<file path="src/rtl/mips_pipe_pkg.sv">
// Shared pipeline types and constants: reset fetch address, the NOP word,
// and the {pc, inst} record carried by IF/ID and later pipeline registers.
package mips_pipe_pkg;

  localparam logic [31:0] RESET_PC = 32'h0000_3000;
  localparam logic [31:0] NOP_INST = 32'h0000_0000;

  typedef struct packed {
    logic [31:0] pc;
    logic [31:0] inst;
  } fetch_entry_t;

endpackage

</file>
<file path="src/rtl/if_fetch_queue_fifo_ctrl.sv">
// Pointer/count bookkeeping for the fetch queue. A redirect empties the queue
// and overrides any push or pop requested in the same cycle.
module fetch_fifo_ctrl #(
  parameter int DEPTH = 4
) (
  input  logic                       clk,
  input  logic                       rst,
  input  logic                       if_valid,
  input  logic                       id_ready,
  input  logic                       redirect,
  output logic                       push,
  output logic                       full,
  output logic                       not_empty,
  output logic [$clog2(DEPTH)-1:0]   wr_ptr,
  output logic [$clog2(DEPTH)-1:0]   rd_ptr,
  output logic [$clog2(DEPTH+1)-1:0] count
);

  localparam int PW = $clog2(DEPTH);
  localparam int CW = $clog2(DEPTH + 1);

  logic [PW-1:0] wr_ptr_q, wr_ptr_d;
  logic [PW-1:0] rd_ptr_q, rd_ptr_d;
  logic [CW-1:0] count_q, count_d;
  logic          pop;

  // Full depends on registered count only, keeping id_ready off the PC-stage hazard path.
  assign full      = (count_q == CW'(DEPTH));
  assign not_empty = (count_q != '0);
  assign push      = if_valid & ~full & ~redirect;
  assign pop       = not_empty & id_ready & ~redirect;

  always_comb begin
    wr_ptr_d = wr_ptr_q;
    rd_ptr_d = rd_ptr_q;
    count_d  = count_q;
    if (redirect) begin
      wr_ptr_d = '0;
      rd_ptr_d = '0;
      count_d  = '0;
    end else begin
      if (push) wr_ptr_d = wr_ptr_q + PW'(1);
      if (pop)  rd_ptr_d = rd_ptr_q + PW'(1);
      case ({push, pop})
        2'b10:   count_d = count_q + CW'(1);
        2'b01:   count_d = count_q - CW'(1);
        default: count_d = count_q;
      endcase
    end
  end

  always_ff @(posedge clk or posedge rst) begin
    if (rst) begin
      wr_ptr_q <= '0;
      rd_ptr_q <= '0;
      count_q  <= '0;
    end else begin
      wr_ptr_q <= wr_ptr_d;
      rd_ptr_q <= rd_ptr_d;
      count_q  <= count_d;
    end
  end

  assign wr_ptr = wr_ptr_q;
  assign rd_ptr = rd_ptr_q;
  assign count  = count_q;

endmodule

</file>
<file path="src/rtl/if_fetch_queue.sv">
// Instruction-fetch buffer between PC generation and decode: captures {pc, inst}
// each valid cycle, presents the oldest entry to ID, stalls IF when full.
module if_fetch_queue
  import mips_pipe_pkg::*;
#(
  parameter int          DEPTH    = 4,
  parameter logic [31:0] RESET_PC = mips_pipe_pkg::RESET_PC
) (
  input  logic                       clk,
  input  logic                       rst,
  input  logic                       if_valid,
  input  logic [31:0]                if_pc,
  input  logic [31:0]                if_inst,
  input  logic                       redirect,
  input  logic                       id_ready,
  output logic                       stall_if,
  output logic                       id_valid,
  output logic [31:0]                id_pc,
  output logic [31:0]                id_inst,
  output logic [31:0]                id_pc4,
  output logic [$clog2(DEPTH+1)-1:0] occupancy
);

  localparam int PW = $clog2(DEPTH);

  fetch_entry_t  mem_q [DEPTH];
  fetch_entry_t  mem_d [DEPTH];
  fetch_entry_t  head;
  logic          push;
  logic [PW-1:0] wr_ptr;
  logic [PW-1:0] rd_ptr;

  fetch_fifo_ctrl #(.DEPTH(DEPTH)) u_ctrl (
    .clk       (clk),
    .rst       (rst),
    .if_valid  (if_valid),
    .id_ready  (id_ready),
    .redirect  (redirect),
    .push      (push),
    .full      (stall_if),
    .not_empty (id_valid),
    .wr_ptr    (wr_ptr),
    .rd_ptr    (rd_ptr),
    .count     (occupancy)
  );

  always_comb begin
    mem_d = mem_q;
    if (push) mem_d[wr_ptr] = '{pc: if_pc, inst: if_inst};
  end

  // Every slot is reset so the head mux can never expose an uninitialised value.
  always_ff @(posedge clk or posedge rst) begin
    if (rst) begin
      for (int i = 0; i < DEPTH; i++) mem_q[i] <= '{pc: RESET_PC, inst: NOP_INST};
    end else begin
      mem_q <= mem_d;
    end
  end

  assign head    = mem_q[rd_ptr];
  assign id_pc   = id_valid ? head.pc   : RESET_PC;
  assign id_inst = id_valid ? head.inst : NOP_INST;
  assign id_pc4  = id_pc + 32'd4;

endmodule

</file>
<file path="config.mk">
export PLATFORM = sky130hd
export DESIGN_NAME = if_fetch_queue
export DESIGN_NICKNAME = d
export VERILOG_FILES = /design/src/rtl/mips_pipe_pkg.sv /design/src/rtl/if_fetch_queue_fifo_ctrl.sv /design/src/rtl/if_fetch_queue.sv
export SDC_FILE = /design/constraint.sdc
export NUM_CORES = 1
export LEC_CHECK = 0
export ABC_AREA = 0
export BUFFER_PORTS_ARGS = -buffer_cell sky130_fd_sc_hd__buf_2
export CORE_AREA = 2 2 170 172
export CTS_CLUSTER_DIAMETER = 120
export DETAILED_ROUTE_END_ITERATION = 10
export DIE_AREA = 0 0 172 174
export PLACE_DENSITY = 0.66
export SYNTH_ARGS = -nofsm -noshare
export SYNTH_HDL_FRONTEND = slang
export SYNTH_HIERARCHICAL = 1
export SYNTH_SLANG_ARGS = --single-unit
</file>
<file path="constraint.sdc">
create_clock -name clk -period 9.21 [get_ports clk]
set_input_delay 0.921 -clock clk [delete_from_list [all_inputs] [get_ports clk]]
set_output_delay 0.921 -clock clk [all_outputs]
set_load 0.02 [all_outputs]
</file>
==> run metrics, run 1 <==
status complete, no violations; area of the die 29930 µm²; Post-CTS Setup Bufs 0; part of the cycle the worst path needs 57.52%; Seq pwr share 42.3%; CP max stage cell buf_4; Sw Share 30.60%; leakage 6.756 nW; CTS tree built; Synth Warn # 6; Area contributors post-synth dfrtp_1 (50%), mux2_2 (23%), mux4_2 (7.7%); WL per Instance 19.89 µm; CTS root buf clkbuf_16; Initial DRC Count 430; RePlAce Congestion 0.7612; filler cell count in the final layout 2475; synth cell count leaders mux2_2 (258), dfrtp_1 (255), and2_1 (50); initial antenna violation count 5; Nets 1099; IO Pins 170; ANT nets after route 0; Mapped Cells 879; number of global-route vias before repair 8177; placed cells 1381; Slew Viols, Final 0; row cnt 62; Unique masters post-synth 63; post-DP HPWL 17700 µm; wire length of the first global-routing pass 46290 µm; Vias/cell 5.408; hold slack 0.3750 ns; Post-synth EDFFs 0; Max H-tree Level 1; Startpoint Class register; Buffers on Ports 169; die width 172 µm; post-layout worst setup margin 3.912 ns; worst hold path class in2async; Clk Latency, worst-skew pair 0.56 ns; Clock power frac 28.3%; CTS Buffer Depth 3; clock skew 0.02826 ns; post-route setup TNS 0 ns; Hold Vio Cnt, Final 0; Peak VDD IR 0.0001457 V; Least-Margin Pin Slew 1.089 ns; WL final 28550 µm; unrepaired setup endpoints after global routing false; area delta synth->final 15.91%; via count 7761; worst path required time 8.29 ns; Avg Inst Size Synth 14.56 µm²; Yosys top cell by area dfrtp_1; CTS Buf Count 29; final instance area 14840 µm²; sequential fraction of the synthesis area 51.50%; Worst path max stage delay 0.78 ns; Max Cap Viol 0; Arr. time, crit path 4.38 ns; synthesis-stage register bit count 263; largest net degree at the start of global routing 119; final setup vio count 0; FMAX 188.8 MHz; DR pass1 iterations 4; internal power 2.731 mW; final cell count without fillers 1435; Syn Nets 950; logic gate share of total power 29.3%; count leader, synth mux2_2; grt ovf 0; TritonCTS Sinks 263; fraction of layout cells with a size suffix above 1 53.10%; placed inst area 13900 µm²; power per cell area 265.2 nW/µm²; Mapped Area 12800 µm²; CP most frequent cell and2_1; Slew headroom 27.42%; Main synth FF type dfrtp_1; critical path type reg2out; Core Footprint 28240 µm²; DP Worst Slack 4.428 ns; crit end category primary output; Switch Pwr 1.204 mW; CTS clk-pin slew, worst paths 0.06 ns; Critical Path Fanout Max 51; Initial Utilization 45.33%; die height 174 µm; share of the synthesized area in the top cell type 49.85%; Cell Chain, Critical Path buf_4 > mux4_2 > and2_1 > ha_1 > and2_1 > o211ai_2 > nor3_2 > and3_1 > xor2_1 > buf_2; DRC Markers 0; Final Critical Period 5.298 ns; total track usage 19.62%; hold bufs inserted after CTS 0; Synth async-reset ratio 100.0%; Post-CTS Resized 0
[sequential cells by signal, indices dropped and copies added, names as in the netlist]
register	flops
mem_q	256
u_ctrl/count	3
u_ctrl/rd_ptr	2
u_ctrl/wr_ptr	2
[power by group through the flow]
stage	clock network, mW	registers, mW	logic [mW]
floorplan	0	1.61	0.908
detailed placement	0	1.69	1.16
global placement	0	1.67	1.14
CTS	1.14	1.67	1.17
finish	1.11	1.67	1.15
global route	1.20	1.71	1.25
[critical path: cells and delay by family (launching register included)]
family | cells | cell delay, ns
flip-flops | 1 | 0.72
AO/OA/AOI/OAI | 1 | 0.16
buffers and inverters | 2 | 0.96
AND/OR/NAND/NOR | 4 | 1.24
XOR/XNOR | 1 | 0.14
multiplexers | 1 | 0.42
adder cells (fa/ha/maj) | 1 | 0.17
[cell type report]
class	count	area (µm²)	area share, %
sequential	263	6599	44.48
multi-input combinational	545	5857	39.48
timing repair buffer	179	920.9	6.207
clock buffer	44	882.1	5.945
tap	384	480.5	3.238
clock inverter	8	47.55	0.3205
inverter	10	45.04	0.3036
antenna	2	5.005	0.03373
[kinds of logic (layout without fill, tap and decap cells)]
kind of cell | Yosys count | count (layout) | share of synthesized area (%)
muxes | 336 | 336 | 34.48
DFF | 263 | 263 | 51.50
and+or+nand+nor | 142 | 142 | 6.686
buffers and inverters | 71 | 241 | 2.893
AOI/OAI and AO/OA | 38 | 38 | 2.346
xor gates and xnor gates | 27 | 27 | 1.847
adders and majority gates | 2 | 2 | 0.2541
other | 0 | 2 | 0
[stage by stage]
stage	total power, mW	utilization (%)
5_1_grt	4.160	52.53
2_1_floorplan	2.523	-
4_1_cts	3.979	52.53
6_report	3.935	52.54
3_5_place_dp	2.849	49.23
3_3_place_gp	2.816	49.23
[layout by cell type (no fill, tap or decap), drive strengths merged, types with 10 or more instances in the layout]
master / count
nand3: 10
clkbuf: 44
nor2: 13
mux2: 259
buf: 179
dfrtp: 255
and2: 53
mux2i: 23
inv: 10
xnor2: 16
nand2: 18
xor2: 11
mux4: 54
[layer usage]
metal  part of all wire, %  global-route usage (%)  up-vias  routed length (µm)
met3                   5.1                   4.258       42                1447
met2                    47                   31.48      168               13310
met4                   1.6                   3.676        6                 468
met5                  0.16                       0        -                  45
met1                    46                   27.82     4007               13270
li1                      -                       -     3538                   -
[path summary, 6_finish.rpt]
check | start | end | slack (ns) | depth (start not counted)
worst max-delay path | u_ctrl/rd_ptr[0]$_DFFE_PP0P_ | id_pc4[18] | 3.91 | 10
worst min-delay path | rst | u_ctrl/count[0]$_DFFE_PP0P_ | 0.37 | 2
worst min register to register | mem_q[187]$_DFFE_PP0P_ | mem_q[187]$_DFFE_PP0P_ | 0.50 | 1
max in group asynchronous | rst | mem_q[112]$_DFFE_PP0P_ | 7.20 | 3
worst max register to register | u_ctrl/count[0]$_DFFE_PP0P_ | mem_q[233]$_DFFE_PP0P_ | 6.40 | 6
min in group clk | mem_q[187]$_DFFE_PP0P_ | mem_q[187]$_DFFE_PP0P_ | 0.50 | 1
Note: power is estimated with default switching activity, not from simulation.
==> run 2, diff against run 1 <==
PLACE_DENSITY = 0.68   (was 0.66)
clock period = 4.6 ns   (was 9.21 ns; I/O delays follow)
==> run metrics, run 2 (synthesized netlist as in run 1, its figures left out) <==
status complete, no violations; FMAX 237.9 MHz; CTS Buf Count 30 (+3.4%); DRC Markers 0 (unchanged); area of the die 29930 µm² (unchanged); worst hold path class in2reg; CTS clk-pin slew, worst paths 0.06 ns (about the same); Final Critical Period 4.204 ns; power per cell area 544.0 nW/µm² (+110%); unrepaired setup endpoints after global routing false; highest routed layer met5; ANT nets after route 0 (unchanged); area delta synth->final 17.37%; via count 7892 (+1.7%); Startpoint Class register; row cnt 62 (unchanged); Least-Margin Pin Slew 1.073 ns (-0.01567 ns); metal2 WL 13420 µm (+0.77%); reg2reg start u_ctrl/count[0]$_DFFE_PP0P_; part of the cycle the worst path needs 91.38%; fraction of layout cells with a size suffix above 1 53.31% (+0.21 points); DR pass1 iterations 5 (+1); Arr. time, crit path 3.74 ns (-0.64 ns); Nets 1105 (+0.55%); Buffers on Ports 169 (unchanged); final cell count without fillers 1444 (+0.63%); Setup crit start u_ctrl/count[0]$_DFFE_PP0P_; crit end category primary output; IO Pins 170 (unchanged); Post-CTS Setup Bufs 0 (unchanged); worst reg2reg setup slack 1.67 ns (-4.73 ns); total track usage 19.40% (-0.21 points); final setup vio count 0 (unchanged); max FFs per register 256 (unchanged); Post-CTS Resized 0 (unchanged); Slew Viols, Final 0 (unchanged); post-DP HPWL 18160 µm (+2.6%); Slew headroom 28.46% (+1.0 points); Core Footprint 28240 µm² (unchanged); Hold Vio Cnt, Final 0 (unchanged); leakage 6.841 nW (+1.3%); Reg with most FFs mem_q; Max H-tree Level 1 (unchanged); largest net degree at the start of global routing 202 (+70%); TritonCTS Sinks 263 (unchanged); CTS root buf clkbuf_16; die width 172 µm (unchanged); Initial DRC Count 476 (+11%); met1 WL 12740 µm (-4.0%); post-route setup TNS 0 ns (unchanged); Vias/cell 5.465 (+1.1%); Max Cap Viol 0 (unchanged); hold path start if_inst[16]; critical path type reg2out; CTS Buffer Depth 3 (unchanged); clock skew 0.01726 ns (-0.01100 ns); RePlAce Congestion 0.8232 (+8.1%); Initial Utilization 45.33% (unchanged); WL final 28770 µm (+0.77%); Peak VDD IR 0.0003088 V (+110%); CTS tree built; commonest non-fill, non-tap cell in the layout mux2_2; WL per Instance 19.92 µm (+0.14%); met3 WL 1837 µm (+27%); wire length of the first global-routing pass 45550 µm (-1.6%); filler cell count in the final layout 2429 (-1.9%); grt ovf 0 (unchanged); die height 174 µm (unchanged); Clk Latency, worst-skew pair 0.55 ns (about the same); most frequent cells in the layout mux2_2 (258), dfrtp_1 (253), buf_2 (169); number of global-route vias before repair 8149 (-0.34%); initial antenna violation count 3 (-2); Critical Path Fanout Max 19 (-63%); placed cells 1385 (+0.29%); worst path required time 4.14 ns (-4.15 ns)
[run 2: what timing repair did]
action                                  in CTS  in global routing
endpoints found under the setup margin       0                  0
hold buffers                                 1                  0
hold endpoints to repair                    18                  0
[run 2: worst max-delay path, stage by stage (launching register included)]
cell and delay, ns:
dfrtp_1 0.58, or3_2 0.40, buf_4 0.29, nand2_1 0.10, clkinv_1 0.09, ha_1 0.18
and2_1 0.20, o211ai_2 0.15, nor3_2 0.60, and3_1 0.28, xor2_1 0.14, buf_2 0.18
[run 2: area by class of cell]
type | count | area [µm²] | area share [%]
clock inverter | 11 | 170.2 | 1.133
antenna | 2 | 5.005 | 0.03331
multi-input combinational | 545 | 5857 | 38.99
timing repair buffer | 184 | 973.4 | 6.480
clock buffer | 45 | 897.1 | 5.971
inverter | 10 | 41.29 | 0.2748
tap | 384 | 480.5 | 3.198
sequential | 263 | 6599 | 43.92
[run 2: stage by stage]
stage / cell area, µm² / worst slack, ns / hold slack, ns / utilization [%] / power, mW
after CTS: 15020 / 0.3502 / 0.1544 / 53.19 / 8.259
after detailed placement: 13940 / 0.9361 / 0.4669 / 49.37 / 5.725
after global placement: 13940 / 1.109 / 0.4707 / 49.37 / 5.664
after floorplan: 12800 / 0.6812 / 0.2634 / - / 5.052
after global routing: 15020 / 0.05117 / 0.1688 / 53.19 / 8.613
final: 15020 / 0.3964 / 0.1854 / 53.20 / 8.173
[run 2: path summary, 6_finish.rpt]
path	to	cells past startpoint
max in group asynchronous	mem_q[97]$_DFFE_PP0P_	4
max reg2reg	mem_q[195]$_DFFE_PP0P_	6
min in group asynchronous	u_ctrl/wr_ptr[1]$_DFFE_PP0P_	3
max	id_pc4[18]	11
min	mem_q[208]$_DFFE_PP0P_	2
min reg2reg	mem_q[179]$_DFFE_PP0P_	1
[run 2: where the power goes]
group	switching (mW)	total, mW	internal [mW]
clock network	0.936	2.50	1.57
logic	1.16	2.33	1.18
registers	0.351	3.34	2.99
[run 2: per-layer routing]
| layer | vias to the layer above | GRT usage (%) |
|---|---|---|
| li1 | 3548 | - |
| met1 | 4081 | 26.52 |
| met2 | 218 | 31.28 |
| met3 | 43 | 4.463 |
| met4 | 2 | 5.287 |
| met5 | - | 0 |
==> run 3, diff against run 2 <==
ABC_AREA = 1   (was 0)
CORE_AREA = 2 2 173 175   (was 2 2 170 172)
DIE_AREA = 0 0 175 177   (was 0 0 172 174)
==> run metrics, run 3 <==
sequential fraction of the synthesis area 49.74% (-1.8 points); post-route setup TNS 0 ns (unchanged); area of the die 30980 µm² (+3.5%); Cell Chain, Critical Path inv_2 > nand2_1 > o21ai_2 > nand2_1 > inv_1 > ha_1 > nand2_1 > nor2_4 > nand2_1 > nor2_2 > nand2_1 > xor2_1 > buf_2; Slew Viols, Final 0 (unchanged); worst hold endpoint mem_q[96]$_DFFE_PP0P_; commonest non-fill, non-tap cell in the layout nand2_1; Startpoint Class register; Initial Utilization 45.31% (about the same); Max Cap Viol 0 (unchanged); Area contributors post-synth dfrtp_1 (48%), nand2_1 (15%), o21ai_0 (13%); hold bufs inserted after CTS 1 (unchanged); placed inst area 14250 µm² (+2.3%); Hold Vio Cnt, Final 0 (unchanged); area delta synth->final 14.96%; Final Critical Period 4.060 ns (-0.1437 ns); Least-Margin Pin Slew 0.9841 ns (-0.08892 ns); final setup vio count 0 (unchanged); Vias/cell 5.108 (-6.5%); power per cell area 644.2 nW/µm² (+18%); DRC Markers 0 (unchanged); status complete, no violations; wire length of the first global-routing pass 57500 µm (+26%); hold path start if_pc[0]; Max H-tree Level 1 (unchanged); filler cell count in the final layout 2812 (+16%); Arr. time, crit path 3.60 ns (-0.14 ns); Reg with most FFs mem_q; max FFs per register 256 (unchanged); Syn Nets 1826 (+92%); DR pass1 iterations 5 (unchanged); CTS Buffer Depth 3 (unchanged); FMAX 246.3 MHz (+3.5%); Synth Warn # 6 (unchanged); worst reg2reg path endpoint mem_q[175]$_DFFE_PP0P_; largest net degree at the start of global routing 159 (-21%); count leader, synth nand2_1; WL per Instance 15.34 µm (-23%); fraction of layout cells with a size suffix above 1 16.76% (-37 points); clock skew 0.008038 ns (-0.009222 ns); Nets 1935 (+75%); grt ovf 0 (unchanged); flip-flop and latch area 6596 µm² (about the same); most frequent cells in the layout nand2_1 (526), o21ai_0 (332), dfrtp_1 (253); worst hold path class in2reg; Core Footprint 29240 µm² (+3.6%); Mapped Area 13250 µm² (+3.5%); Post-synth EDFFs 0 (unchanged); worst path required time 4.14 ns (about the same); CTS clk-pin slew, worst paths 0.06 ns (about the same); die height 177 µm (+1.7%); via count 11630 (+47%); IO Pins 170 (unchanged); Slew headroom 34.39% (+5.9 points); number of global-route vias before repair 10940 (+34%); final instance area 15230 µm² (+1.4%); ANT nets after route 0 (unchanged); Critical Path Fanout Max 35 (+16); CTS tree built; Post-CTS Setup Bufs 0 (unchanged); CTS Buf Count 29 (-3.3%); Initial DRC Count 979 (+110%); reg2reg start u_ctrl/count[0]$_DFFE_PP0P_; worst reg2reg setup slack 1.72 ns (+0.05 ns); Mapped Cells 1755 (+100%); Synth async-reset ratio 100.0% (unchanged); leakage 7.649 nW (+12%); worst r2r path cells 8 (+2); Multi-input gate area 5669 µm² (-3.2%); row cnt 63 (+1.6%); CP max stage cell inv_2; Buffers on Ports 169 (unchanged); synth cell count leaders nand2_1 (528), o21ai_0 (332), dfrtp_1 (255); Unique masters post-synth 31 (-51%); Avg Inst Size Synth 7.551 µm² (-48%); initial antenna violation count 3 (unchanged); Yosys top cell by area dfrtp_1; WL final 34940 µm (+21%); die width 175 µm (+1.7%); CP most frequent cell nand2_1; Worst path max stage delay 0.64 ns (+0.04 ns); Clk Latency, worst-skew pair 0.54 ns (about the same); RePlAce Congestion 0.9475 (+15%); critical path type reg2out; Post-CTS Resized 0 (unchanged); total track usage 22.81% (+3.4 points); crit end category primary output; Peak VDD IR 0.0004638 V (+50%); unrepaired setup endpoints after global routing false; synthesis-stage register bit count 263 (unchanged); share of the synthesized area in the top cell type 48.15% (-1.7 points); part of the cycle the worst path needs 88.26% (-3.1 points); Hold Path Stages 3 (+1); TritonCTS Sinks 263 (unchanged); CTS root buf clkbuf_16; post-DP HPWL 22360 µm (+23%); Main synth FF type dfrtp_1
## run 3: cell types whose count changed after synthesis, moves of 36 or more
cell     change
o21ai_0    +328
nor2_1     +177
and2_1      -50
nand3_1     +66
mux2_2     -258
nand2_1    +511
mux4_2      -44
a21oi_1     +36
inv_1      +111
## run 3: stage by stage
| stage | worst slack, ns | hold slack (ns) | power, mW | util, % | std cells |
|---|---|---|---|---|---|
| after floorplan | 0.7749 | 0.2634 | 6.447 | - | 1755 |
| after global placement | 1.178 | 0.4536 | 7.465 | 48.74 | 2222 |
| after detailed placement | 1.057 | 0.4566 | 7.549 | 48.74 | 2222 |
| after CTS | 0.4685 | 0.2100 | 9.888 | 52.08 | 2276 |
| after global routing | 0.2362 | 0.2310 | 10.58 | 52.08 | 2276 |
| final | 0.5401 | 0.2239 | 9.813 | 52.09 | 2277 |
## run 3: critical path: cells and delay by family, from the launching register on
| kind | cells | cell delay, ns |
|---|---|---|
| simple gates | 7 | 1.03 |
| buf+inv | 3 | 0.93 |
| flops | 1 | 0.62 |
| fa+ha+maj | 1 | 0.19 |
| compound gates | 1 | 0.14 |
| xor+xnor | 1 | 0.14 |
## run 3: report_power, final
part	switching [mW]	internal, mW	total, mW
Sequential	0.449	3.17	3.62
Clock	0.915	1.39	2.30
Combinational	2.66	1.23	3.89
## run 3: cell families (layout without fill, tap and decap cells)
group | Yosys count | after routing | synth area share (%)
AOI/OAI and AO/OA | 376 | 376 | 14.31
xor gates and xnor gates | 16 | 16 | 1.058
adders and majority gates | 2 | 2 | 0.2455
buffers and inverters | 241 | 372 | 7.780
DFF | 263 | 263 | 49.74
other | 0 | 1 | 0
and+or+nand+nor | 857 | 857 | 26.86
## run 3: metal layers
metal / share of wire (%) / vias to the layer above / GRT usage [%] / wire [µm]
met4: 1.6 / 6 / 4.931 / 546
met5: 0.12 / - / 0 / 41
li1: - / 5795 / - / -
met2: 45 / 349 / 37.10 / 15740
met1: 46 / 5438 / 32.26 / 16200
met3: 6.9 / 44 / 3.823 / 2407
## run 3: worst max path at each step
| stage | slack [ns] | to | cells past startpoint | from |
|---|---|---|---|---|
| 6_report | 0.54 | id_pc4[20] | 13 | u_ctrl/rd_ptr[1]$_DFFE_PP0P_ |
| 5_1_grt | 0.24 | id_pc4[20] | 13 | u_ctrl/rd_ptr[1]$_DFFE_PP0P_ |
| 4_1_cts | 0.47 | id_pc4[20] | 13 | u_ctrl/rd_ptr[1]$_DFFE_PP0P_ |
| 3_5_place_dp | 1.06 | id_pc4[20] | 13 | u_ctrl/rd_ptr[1]$_DFFE_PP0P_ |
| 3_3_place_gp | 1.18 | id_pc4[20] | 13 | u_ctrl/rd_ptr[1]$_DFFE_PP0P_ |
| 2_1_floorplan | 0.77 | mem_q[0]$_DFFE_PP0P_ | 1 | rst |
## run 3: cell type report
| cell class | count | area share [%] |
|---|---|---|
| Tap cell | 390 | 3.203 |
| Sequential cell | 263 | 43.30 |
| Clock buffer | 46 | 5.906 |
| Antenna cell | 1 | 0.01643 |
| Multi-Input combinational cell | 1251 | 37.22 |
| Timing Repair Buffer | 187 | 6.620 |
| Inverter | 132 | 3.302 |
| Clock inverter | 7 | 0.4353 |
